==> config.mk <==
export PLATFORM = sky130hd
export DESIGN_NAME = monster_chaser
export DESIGN_NICKNAME = d
export VERILOG_FILES = /design/src/rtl/monster_chaser.sv
export SDC_FILE = /design/constraint.sdc
export NUM_CORES = 1
export LEC_CHECK = 0
export ABC_AREA = 1
export CAP_MARGIN = 30
export CORE_ASPECT_RATIO = 1.25
export CORE_MARGIN = 2
export CORE_UTILIZATION = 38
export DETAILED_ROUTE_END_ITERATION = 6
export PLACE_DENSITY = 0.55
export REMOVE_ABC_BUFFERS = 1
export SYNTH_ARGS = -nofsm -noshare
export SYNTH_HDL_FRONTEND = slang
export SYNTH_SLANG_ARGS = --single-unit
==> constraint.sdc <==
create_clock -name clk_13 -period 4.3 [get_ports clk_13]
set_input_delay 1.29 -clock clk_13 [delete_from_list [all_inputs] [get_ports clk_13]]
set_output_delay 1.29 -clock clk_13 [all_outputs]
set_load 0.1 [all_outputs]
==> src/rtl/monster_chaser.sv <==
`default_nettype none
// ============================================================================
//  Module      : monster_chaser
//  Description : Moves one monster tile by tile toward the player, probing the
//                map for walkability through dest_r/dest_c -> dest_type, and
//                tracks the monster's hit points.
//                Optional feature macro: MONSTER_RESPAWN_EN (timed respawn
//                after death; without it DEAD is terminal until rst).
//  Revision    : 1.0 - initial release
// ============================================================================
module monster_chaser #(
    parameter int START_R       = 3,
    parameter int START_C       = 8,
    parameter int STEP_PERIOD   = 4096,
    parameter int HP_FULL       = 3,
    parameter int RESPAWN_DELAY = 65535
) (
    input  logic       clk_13,
    input  logic       rst,
    input  logic       enable,
    input  logic [9:0] player_r,
    input  logic [9:0] player_c,
    input  logic       player_alive,
    input  logic       hit,
    input  logic [2:0] dest_type,
    output logic [9:0] dest_r,
    output logic [9:0] dest_c,
    output logic [9:0] monster_r,
    output logic [9:0] monster_c,
    output logic [4:0] monster_hp,
    output logic       monster_alive
);

    localparam int              SCW        = $clog2(STEP_PERIOD);
    localparam logic [SCW-1:0]  STEP_LAST  = SCW'(STEP_PERIOD - 1);
    localparam logic [9:0]      SPAWN_R    = 10'(START_R);
    localparam logic [9:0]      SPAWN_C    = 10'(START_C);
    localparam logic [4:0]      HP_INIT    = 5'(HP_FULL);

    // Direction codes shared with the player block
    localparam logic [2:0] DIR_STOP  = 3'd0;
    localparam logic [2:0] DIR_DOWN  = 3'd1;
    localparam logic [2:0] DIR_UP    = 3'd2;
    localparam logic [2:0] DIR_LEFT  = 3'd3;
    localparam logic [2:0] DIR_RIGHT = 3'd4;

    typedef enum logic [1:0] {
        IDLE    = 2'd0,
        PROBE_A = 2'd1,
        PROBE_B = 2'd2,
        DEAD    = 2'd3
    } state_t;

    state_t         state, state_next;
    logic [SCW-1:0] step_cnt;
    logic [2:0]     last_dir;
    // Candidate layout: {valid, row[9:0], col[9:0]}
    logic [20:0]    cand_a, cand_b;
    logic [2:0]     cand_a_dir, cand_b_dir;

    logic [10:0]    dr, dc, abs_dr, abs_dc;
    logic [2:0]     dir_a, dir_b;
    logic [20:0]    next_a, next_b;
    logic           run, walkable, kill, hp_dec, step_go, commit;
    logic [9:0]     commit_r, commit_c;
    logic [2:0]     commit_dir;

    // One tile step in the given direction; invalid if it would leave the
    // 0..1023 range (no wrap) or if the direction is STOP (no candidate).
    function automatic logic [20:0] step_to(input logic [2:0] dir,
                                            input logic [9:0] r,
                                            input logic [9:0] c);
        logic [20:0] res;
        res = {1'b0, r, c};
        case (dir)
            DIR_DOWN:  if (r != 10'h3ff) res = {1'b1, r + 10'd1, c};
            DIR_UP:    if (r != 10'd0)   res = {1'b1, r - 10'd1, c};
            DIR_LEFT:  if (c != 10'd0)   res = {1'b1, r, c - 10'd1};
            DIR_RIGHT: if (c != 10'h3ff) res = {1'b1, r, c + 10'd1};
            default:   res = {1'b0, r, c};
        endcase
        return res;
    endfunction

    assign run           = enable & player_alive;
    assign walkable      = (dest_type == 3'b000) || (dest_type == 3'b001) ||
                           (dest_type == 3'b011);
    assign hp_dec        = hit && (state != DEAD) && (monster_hp != 5'd0);
    assign kill          = hp_dec && (monster_hp == 5'd1);
    assign monster_alive = (monster_hp != 5'd0);
    assign dr            = {1'b0, player_r} - {1'b0, monster_r};
    assign dc            = {1'b0, player_c} - {1'b0, monster_c};
    assign abs_dr        = dr[10] ? (11'd0 - dr) : dr;
    assign abs_dc        = dc[10] ? (11'd0 - dc) : dc;

    // Choose primary/secondary directions toward the player, or retreat
    always_comb begin
        dir_a = DIR_STOP;
        dir_b = DIR_STOP;
        if ((dr == 11'd0) && (dc == 11'd0)) begin
            case (last_dir)
                DIR_DOWN:  dir_a = DIR_UP;
                DIR_UP:    dir_a = DIR_DOWN;
                DIR_LEFT:  dir_a = DIR_RIGHT;
                DIR_RIGHT: dir_a = DIR_LEFT;
                default:   dir_a = DIR_UP;
            endcase
        end else if (abs_dr >= abs_dc) begin
            dir_a = dr[10] ? DIR_UP : DIR_DOWN;
            if (dc != 11'd0) dir_b = dc[10] ? DIR_LEFT : DIR_RIGHT;
        end else begin
            dir_a = dc[10] ? DIR_LEFT : DIR_RIGHT;
            if (dr != 11'd0) dir_b = dr[10] ? DIR_UP : DIR_DOWN;
        end
        next_a = step_to(dir_a, monster_r, monster_c);
        next_b = step_to(dir_b, monster_r, monster_c);
    end

`ifdef MONSTER_RESPAWN_EN
    localparam int             RCW          = $clog2(RESPAWN_DELAY + 1);
    localparam logic [RCW-1:0] RESPAWN_LAST = RCW'(RESPAWN_DELAY - 1);
    logic [RCW-1:0] dead_cnt;
    logic           respawn;
    assign respawn = (state == DEAD) && (dead_cnt == RESPAWN_LAST);
`else
    logic unused_respawn_delay;
    assign unused_respawn_delay = (RESPAWN_DELAY != 0);
`endif

    // FSM state register
    always_ff @(posedge clk_13 or posedge rst) begin
        if (rst) state <= IDLE;
        else     state <= state_next;
    end

    // Next state, probe address and commit decision
    always_comb begin
        state_next = state;
        step_go    = 1'b0;
        commit     = 1'b0;
        commit_r   = monster_r;
        commit_c   = monster_c;
        commit_dir = last_dir;
        dest_r     = monster_r;
        dest_c     = monster_c;
        case (state)
            IDLE: begin
                if (run && (step_cnt == STEP_LAST)) begin
                    step_go    = 1'b1;
                    state_next = PROBE_A;
                end
            end
            PROBE_A: begin
                state_next = cand_b[20] ? PROBE_B : IDLE;
                if (cand_a[20]) begin
                    dest_r = cand_a[19:10];
                    dest_c = cand_a[9:0];
                    if (walkable) begin
                        commit     = 1'b1;
                        commit_r   = cand_a[19:10];
                        commit_c   = cand_a[9:0];
                        commit_dir = cand_a_dir;
                        state_next = IDLE;
                    end
                end
            end
            PROBE_B: begin
                state_next = IDLE;
                if (cand_b[20]) begin
                    dest_r = cand_b[19:10];
                    dest_c = cand_b[9:0];
                    if (walkable) begin
                        commit     = 1'b1;
                        commit_r   = cand_b[19:10];
                        commit_c   = cand_b[9:0];
                        commit_dir = cand_b_dir;
                    end
                end
            end
            DEAD: begin
`ifdef MONSTER_RESPAWN_EN
                if (respawn) state_next = IDLE;
`endif
            end
            default: state_next = IDLE;
        endcase
        // The killing hit wins over any move decided this cycle
        if (kill) begin
            state_next = DEAD;
            commit     = 1'b0;
            step_go    = 1'b0;
        end
    end

    // Position, hit points, step timer and latched candidates
    always_ff @(posedge clk_13 or posedge rst) begin
        if (rst) begin
            monster_r  <= SPAWN_R;
            monster_c  <= SPAWN_C;
            monster_hp <= HP_INIT;
            last_dir   <= DIR_STOP;
            step_cnt   <= '0;
            cand_a     <= '0;
            cand_b     <= '0;
            cand_a_dir <= DIR_STOP;
            cand_b_dir <= DIR_STOP;
`ifdef MONSTER_RESPAWN_EN
            dead_cnt   <= '0;
`endif
        end else begin
            if (hp_dec) monster_hp <= monster_hp - 5'd1;
            if (commit) begin
                monster_r <= commit_r;
                monster_c <= commit_c;
                last_dir  <= commit_dir;
            end
            if (step_go) begin
                step_cnt   <= '0;
                cand_a     <= next_a;
                cand_b     <= next_b;
                cand_a_dir <= dir_a;
                cand_b_dir <= dir_b;
            end else if ((state == IDLE) && run && !kill) begin
                step_cnt <= step_cnt + SCW'(1);
            end
`ifdef MONSTER_RESPAWN_EN
            if (state == DEAD) dead_cnt <= respawn ? '0 : dead_cnt + RCW'(1);
            if (respawn) begin
                monster_r  <= SPAWN_R;
                monster_c  <= SPAWN_C;
                monster_hp <= HP_INIT;
                last_dir   <= DIR_STOP;
                step_cnt   <= '0;
            end
`endif
        end
    end

endmodule
`default_nettype wire

==> reports/summary.txt, run 1 <==
Max-slew violation count: 0
Worst path max stage delay: 310 ps
Final ANT Viol Nets: 0
Area after DPL: 0.01039 sq mm
Top-area cell type share of the netlist area: 25.85%
Most used DFF post-synth: dfrtp_1
Largest fanout on the critical path: 6
YS warnings: 0
Status: finished with violations
Fin crit share: 106.1%
Final Util: 55.21%
Failing checks: setup timing
Worst Setup Path Type: input pin to flip-flop
DP HPWL: 20680 um
DIE HEIGHT: 168.5 um
Clock Pin Slew Worst Setup and Hold Paths: 70 ps
Worst path most repeated cell: nand2_2
Final Skew: 7.804 ps
TritonCTS buffer count: 9
Initial Util: 38.46%
Synth unique cells: 44
Io pins: 74
Port bufs: 73
Initial antenna violation count: 0
Post-route DRC: 0
Aggregate routed wire length: 28570 um
DR iter-0 viols: 455
Clock Sinks: 90
Worst-Margin Slew: 986.8 ps
CORE AREA: 0.02140 sq mm
CTS tree: built
CTS max path bufs: 2
Worst Slack Setup Final: -262.0 ps
Endpoints failing setup: 43
Asr flop ratio synth: 100.0%
Post-synth EDFFs: 0
Area Growth Syn to Fin: 43.55%
Cell count after synthesis: 1274
Fin nets: 1547
Placed cell count: 1721
CP Launch Type: input pin
Worst EP arrival: 4800 ps
Unrepaired setup endpoints after global routing: yes
Slowest-stage cell, CP: ha_4
Gr ovfl total: 0
# diodes: 0
Worst hold path type: flip-flop to flip-flop
Wire length per cell: 16.28 um
Critical path required time: 4530 ps
Final hold violation count: 0
Total number of vias: 9299
Total Routing Usage GR: 25.14%
Rel. slew slack: 34.00%
Die area: 0.02286 sq mm
Vias per cell: 5.299
Synth area leader: dfrtp_1
Clock Root Buffer: clkbuf_16
Dominant cells by area after synthesis: dfrtp_1, nand2_1, nand3_1
Max Cap Viol: 0
Final min period: 4562 ps
Synthesis-stage register bit count: 90
Largest net degree at the start of global routing: 49
DIE WIDTH: 135.6 um
Mapped cell area: 0.008229 sq mm
Core Rows: 60
Layout cells sized above 1: 26.49%
DRT Pass-1 Iters: 5
Fmax: 219.2 MHz
Mean Syn Cell Area: 6.459 sq um
GPL Wtd Cong: 0.9561
CTS H-tree lvls: 3
First-pass GRT wire length: 45580 um
Vias in the first global route: 9053
Finished Layout Cells: 1755
CP endpoint kind: flip-flop
Design area: 0.01181 sq mm
Register area share after synthesis: 27.44%
Clock Latency Late Sink: 350 ps
worst paths after layout:
check,from,endpoint,slack (ps),cells past startpoint
worst min register to register,monster_hp[0],monster_hp[0],490,2
max in group asynchronous,rst,monster_c[3],2170,3
worst max register to register,monster_r[0],cand_a[7],290,27
worst max-delay path,player_r[2],cand_a[7],-260,30
worst min-delay path,monster_hp[0],monster_hp[0],490,2
min in group asynchronous,rst,monster_r[7],1380,2
cell usage after synthesis (18+ instances only):
cell / instances
nand2_1: 327
inv_1: 148
nand3_1: 136
nor2_1: 119
o21ai_0: 96
dfrtp_1: 85
ha_1: 46
a21oi_1: 41
clkbuf_1: 33
xor2_1: 30
o211ai_1: 24
nand4_1: 20
nor3_1: 18
cell usage in the layout (no fill, tap or decap), drive strengths merged, types with 2 or more instances in the layout:
master / n
a21oi: 43
a22oi: 9
a31oi: 10
buf: 182
clkbuf: 13
clkdlybuf4s50: 34
clkinv: 11
dfrtp: 85
dfstp: 5
dlygate4sd2: 7
dlymetal6s2s: 3
fa: 2
ha: 46
inv: 160
nand2: 343
nand3: 140
nand3b: 6
nand4: 20
nor2: 131
nor3: 18
nor3b: 2
nor4: 5
o211ai: 25
o21a: 3
o21ai: 110
o21bai: 6
o22ai: 10
xnor2: 8
xor2: 30
final cells by class:
| class | instances | area (sq um) |
|---|---|---|
| Tap cell | 279 | 349.1 |
| Multi-Input combinational cell | 973 | 6057 |
| Clock buffer | 12 | 246.5 |
| Timing Repair Buffer | 228 | 2188 |
| Sequential cell | 90 | 2258 |
| Inverter | 169 | 661.9 |
| Clock inverter | 4 | 51.30 |
| Fill cell | 2123 | 9583 |
cells by family (layout without fill, tap and decap cells):
group,count (synthesis),after routing,synth area share [%]
AND/OR/NAND/NOR,665,667,35.56
AO/OA/AOI/OAI,220,220,15.33
buffers and inverters,213,413,10.14
flip-flops,90,90,27.44
adder cells (fa/ha/maj),48,48,7.481
XOR/XNOR,38,38,4.044
through the flow:
| step | hold WS [ps] | setup slack (ps) | TNS [ps] |
|---|---|---|---|
| finish | 492.9 | -262.0 | -8739 |
| CTS | 490.9 | -252.2 | -9326 |
| global placement | 467.6 | -1159 | -48790 |
| detailed placement | 475.1 | -1224 | -53050 |
| floorplan | 453.4 | -1142 | -48380 |
| global route | 515.7 | -519.3 | -19950 |
worst max-delay path: cells and delay by family:
kind	cells	cell delay, ps
buffers and inverters	6	810
adders and majority gates	2	620
xor gates and xnor gates	1	110
AOI/OAI and AO/OA	4	480
and+or+nand+nor	17	1490
sequential cells by signal (all words and copies together) (netlist names):
name        cells
monster_hp      5
cand_a         21
last_dir        3
cand_b_dir      3
step_cnt       12
monster_r      10
state           2
monster_c      10
cand_b         21
cand_a_dir      3
routing by layer:
metal | track usage, % | share of wire (%) | vias up
li1 | - | - | 4604
met1 | 32.12 | 43 | 4391
met2 | 44.29 | 50 | 260
met3 | 2.755 | 5.1 | 44
met4 | 7.745 | 2.2 | 0
met5 | 0 | 0 | -
repair_timing:
action	CTS	global route
gates resized for setup	184	64
hold buffers	0	0
setup buffers	14	2
gates cloned	2	0
pin swaps	74	67
setup endpoints to repair	48	48
Power of run 1 is not shown: default switching activity piles up to over one toggle a cycle in this logic, so the estimate is an artifact.
==> inputs of run 2 (changes only) <==
--- a/config.mk
+++ b/config.mk
@@ -5,7 +5,6 @@
 export SDC_FILE = /design/constraint.sdc
 export NUM_CORES = 1
 export LEC_CHECK = 0
-export ABC_AREA = 1
 export CAP_MARGIN = 30
 export CORE_ASPECT_RATIO = 1.25
 export CORE_MARGIN = 2
==> reports/summary.txt, run 2 <==
Placed cell count: 1420 (-17%)
Synthesis-stage register bit count: 90 (unchanged)
Max Cap Viol: 0 (unchanged)
CP endpoint kind: flip-flop
YS warnings: 0 (unchanged)
DIE HEIGHT: 163.2 um (-3.2%)
# diodes: 0 (unchanged)
Layout cells sized above 1: 32.25% (+5.8 points)
Final Util: 57.42% (+2.2 points)
Register area share after synthesis: 29.33% (+1.9 points)
Commonest non-fill, non-tap cell in the layout: buf_4
Final min period: 5098 ps (+535.7 ps)
Cell family with the largest share of critical-path delay: compound AO/OA/AOI/OAI gates
Failing checks: setup timing
Critical path required time: 4530 ps (about the same)
Vias per cell: 5.577 (+5.3%)
Top-area cell type share of the netlist area: 27.62% (+1.8 points)
Dominant cells by area after synthesis: dfrtp_1, ha_1, o21ai_0
Status: finished with violations
Largest registers: cand_a (21), cand_b (21), step_cnt (12)
Placement Setup Slack: -1708 ps (-484.1 ps)
Fin nets: 1268 (-18%)
Leading cell type by number of instances after synthesis: nor2_1
Synth unique cells: 71 (+61%)
Finished Layout Cells: 1467 (-16%)
CP Launch Type: input pin
Io pins: 74 (unchanged)
Post-route DRC: 0 (unchanged)
Clock Latency Late Sink: 350 ps (about the same)
Gr ovfl total: 0 (unchanged)
Final Hold Slack: 485.4 ps (-7.457 ps)
Mapped cell area: 0.007701 sq mm (-6.4%)
Worst path max stage delay: 420 ps (+110 ps)
Wire length per cell: 17.26 um (+6.0%)
DIE WIDTH: 131.3 um (-3.2%)
Rel. slew slack: 34.38% (+0.38 points)
Reg-to-reg slack, setup: -310 ps (-600 ps)
DR iter-0 viols: 514 (+13%)
DRT Pass-1 Iters: 5 (unchanged)
Final ANT Viol Nets: 0 (unchanged)
Initial Util: 38.45% (about the same)
CORE AREA: 0.02003 sq mm (-6.4%)
TritonCTS buffer count: 9 (unchanged)
Mean Syn Cell Area: 7.915 sq um (+23%)
Worst Setup Path Type: input pin to flip-flop
DP HPWL: 18040 um (-13%)
Cell count after synthesis: 973 (-24%)
Largest net degree at the start of global routing: 47 (-4.1%)
Port bufs: 73 (unchanged)
Aggregate routed wire length: 25320 um (-11%)
GPL Wtd Cong: 0.8727 (-8.7%)
Initial antenna violation count: 0 (unchanged)
Asr flop ratio synth: 100.0% (unchanged)
CTS tree: built
Clock Root Buffer: clkbuf_16
Hold bufs inserted after CTS: 0 (unchanged)
Footprint of the multi-input gates: 0.005769 sq mm (-4.8%)
Synth area leader: dfrtp_1
Reg area: 0.002258 sq mm (unchanged)
# fillers: 1865 (-12%)
Slowest-stage cell, CP: fa_2
Worst-Margin Slew: 981.2 ps (-5.690 ps)
CTS max path bufs: 2 (unchanged)
Vias in the first global route: 8112 (-10%)
Max-slew violation count: 0 (unchanged)
Worst EP arrival: 5330 ps (+530 ps)
Most frequent cells in the layout: buf_4, nor2_1, nand2_1
Total number of vias: 8182 (-12%)
Fin crit share: 118.5% (+12 points)
CTS H-tree lvls: 3 (unchanged)
Fmax: 196.2 MHz (-11%)
Clock Pin Slew Worst Setup and Hold Paths: 70 ps (about the same)
Die area: 0.02143 sq mm (-6.2%)
Total Routing Usage GR: 23.25% (-1.9 points)
Final hold violation count: 0 (unchanged)
Largest fanout on the critical path: 4 (-2)
Crit-path cells: dlygate4sd2_1 > fa_2 > a21o_1 > a211oi_2 > nor2_1 > nor2_1 > nand4_1 > buf_4 > buf_4 > o21ai_4 > xnor2_2 > ha_1 > a21o_1 > a21oi_2 > o21a_2 > nor2_1 > o31a_1 > buf_4 > a21oi_4 > buf_6 > nand2_2 > a211oi_2 > nor3_1
Final Skew: 8.239 ps (+0.4351 ps)
Worst Slack Setup Final: -797.6 ps (-535.7 ps)
Worst hold path type: flip-flop to flip-flop
Most used DFF post-synth: dfrtp_1
Core Rows: 58 (-3.3%)
First-pass GRT wire length: 40810 um (-10%)
Post-synth EDFFs: 0 (unchanged)
Area Growth Syn to Fin: 49.34%
Top cells by count, synth: nor2_1, nand2_1, dfrtp_1
Endpoints failing setup: 48 (+12%)
Clock Sinks: 90 (unchanged)
Unrepaired setup endpoints after global routing: yes
Buf/Inv on CP: 5 (-1)
## run 2: changes by cell type after synthesis, moves of 19 or more
cell and delta:
a21oi_1 +30, a22oi_1 +28, clkbuf_1 +22, inv_1 -99, mux2i_1 +28, nand2_1 -232
nand3_1 -108, nor2_1 -22, o211ai_1 -19, xnor2_1 +29
## run 2: timing repair
item                                    4_1_cts  5_1_grt
gates cloned                                  2        0
pin swaps                                    71       46
setup buffers                                14       15
resized for setup                           137       87
endpoints found under the setup margin       48       48
## run 2: cell families (layout without fill, tap and decap cells)
logic type,Yosys count,after routing,synth area share (%)
compound gates,319,319,27.57
xor+xnor,50,50,5.686
fa+ha+maj,48,48,7.993
buf+inv,113,337,5.638
flops,90,90,29.33
mux,30,30,3.932
simple gates,323,323,19.85
## run 2: final timing paths
check,start,depth (start not counted),end
min in group asynchronous,rst,2,step_cnt[5]
hold reg to reg,step_cnt[6],1,step_cnt[6]
max in group asynchronous,rst,3,cand_b[13]
setup reg to reg,monster_r[0],22,cand_a[11]
hold / removal,step_cnt[6],1,step_cnt[6]
setup / recovery,player_c[1],23,cand_a[11]
## run 2: stage by stage
step	TNS [ps]	cell area (sq um)
3_3_place_gp	-71600	10030
2_1_floorplan	-103000	7451
4_1_cts	-29420	11000
6_report	-31740	11500
5_1_grt	-41500	11500
3_5_place_dp	-74920	10030
## run 2: cell type report
type / instances / area share [%]
multi-input combinational: 770 / 50.16
timing repair buffer: 272 / 22.79
sequential: 90 / 19.64
tap: 270 / 2.937
clock buffer: 9 / 1.958
inverter: 49 / 1.632
clock inverter: 7 / 0.8812
## run 2: metal layers
metal | share of wire, % | global-route usage (%)
met3 | 3.7 | 2.110
met5 | 0 | 0
met2 | 50 | 41.36
met4 | 1.8 | 6.769
met1 | 45 | 30.18
## run 2: worst reg2reg max path, cell delays in order, from the launching register on
cell      delay, ps
dfstp_2         610
ha_4            160
inv_2            30
fa_2            330
a21o_1          190
a221oi_2        270
and4bb_2        280
or3_4           410
a21oi_2         130
xor2_1          190
ha_1            290
nand3_2          90
nor2_2           40
a221oi_2        270
o21a_2          240
nor2_1           50
o31a_1          110
buf_4           150
a21oi_4         220
buf_6           140
nand2_2          50
a211oi_2        190
nor3_1           80
Power of run 2 is left out for the same reason.
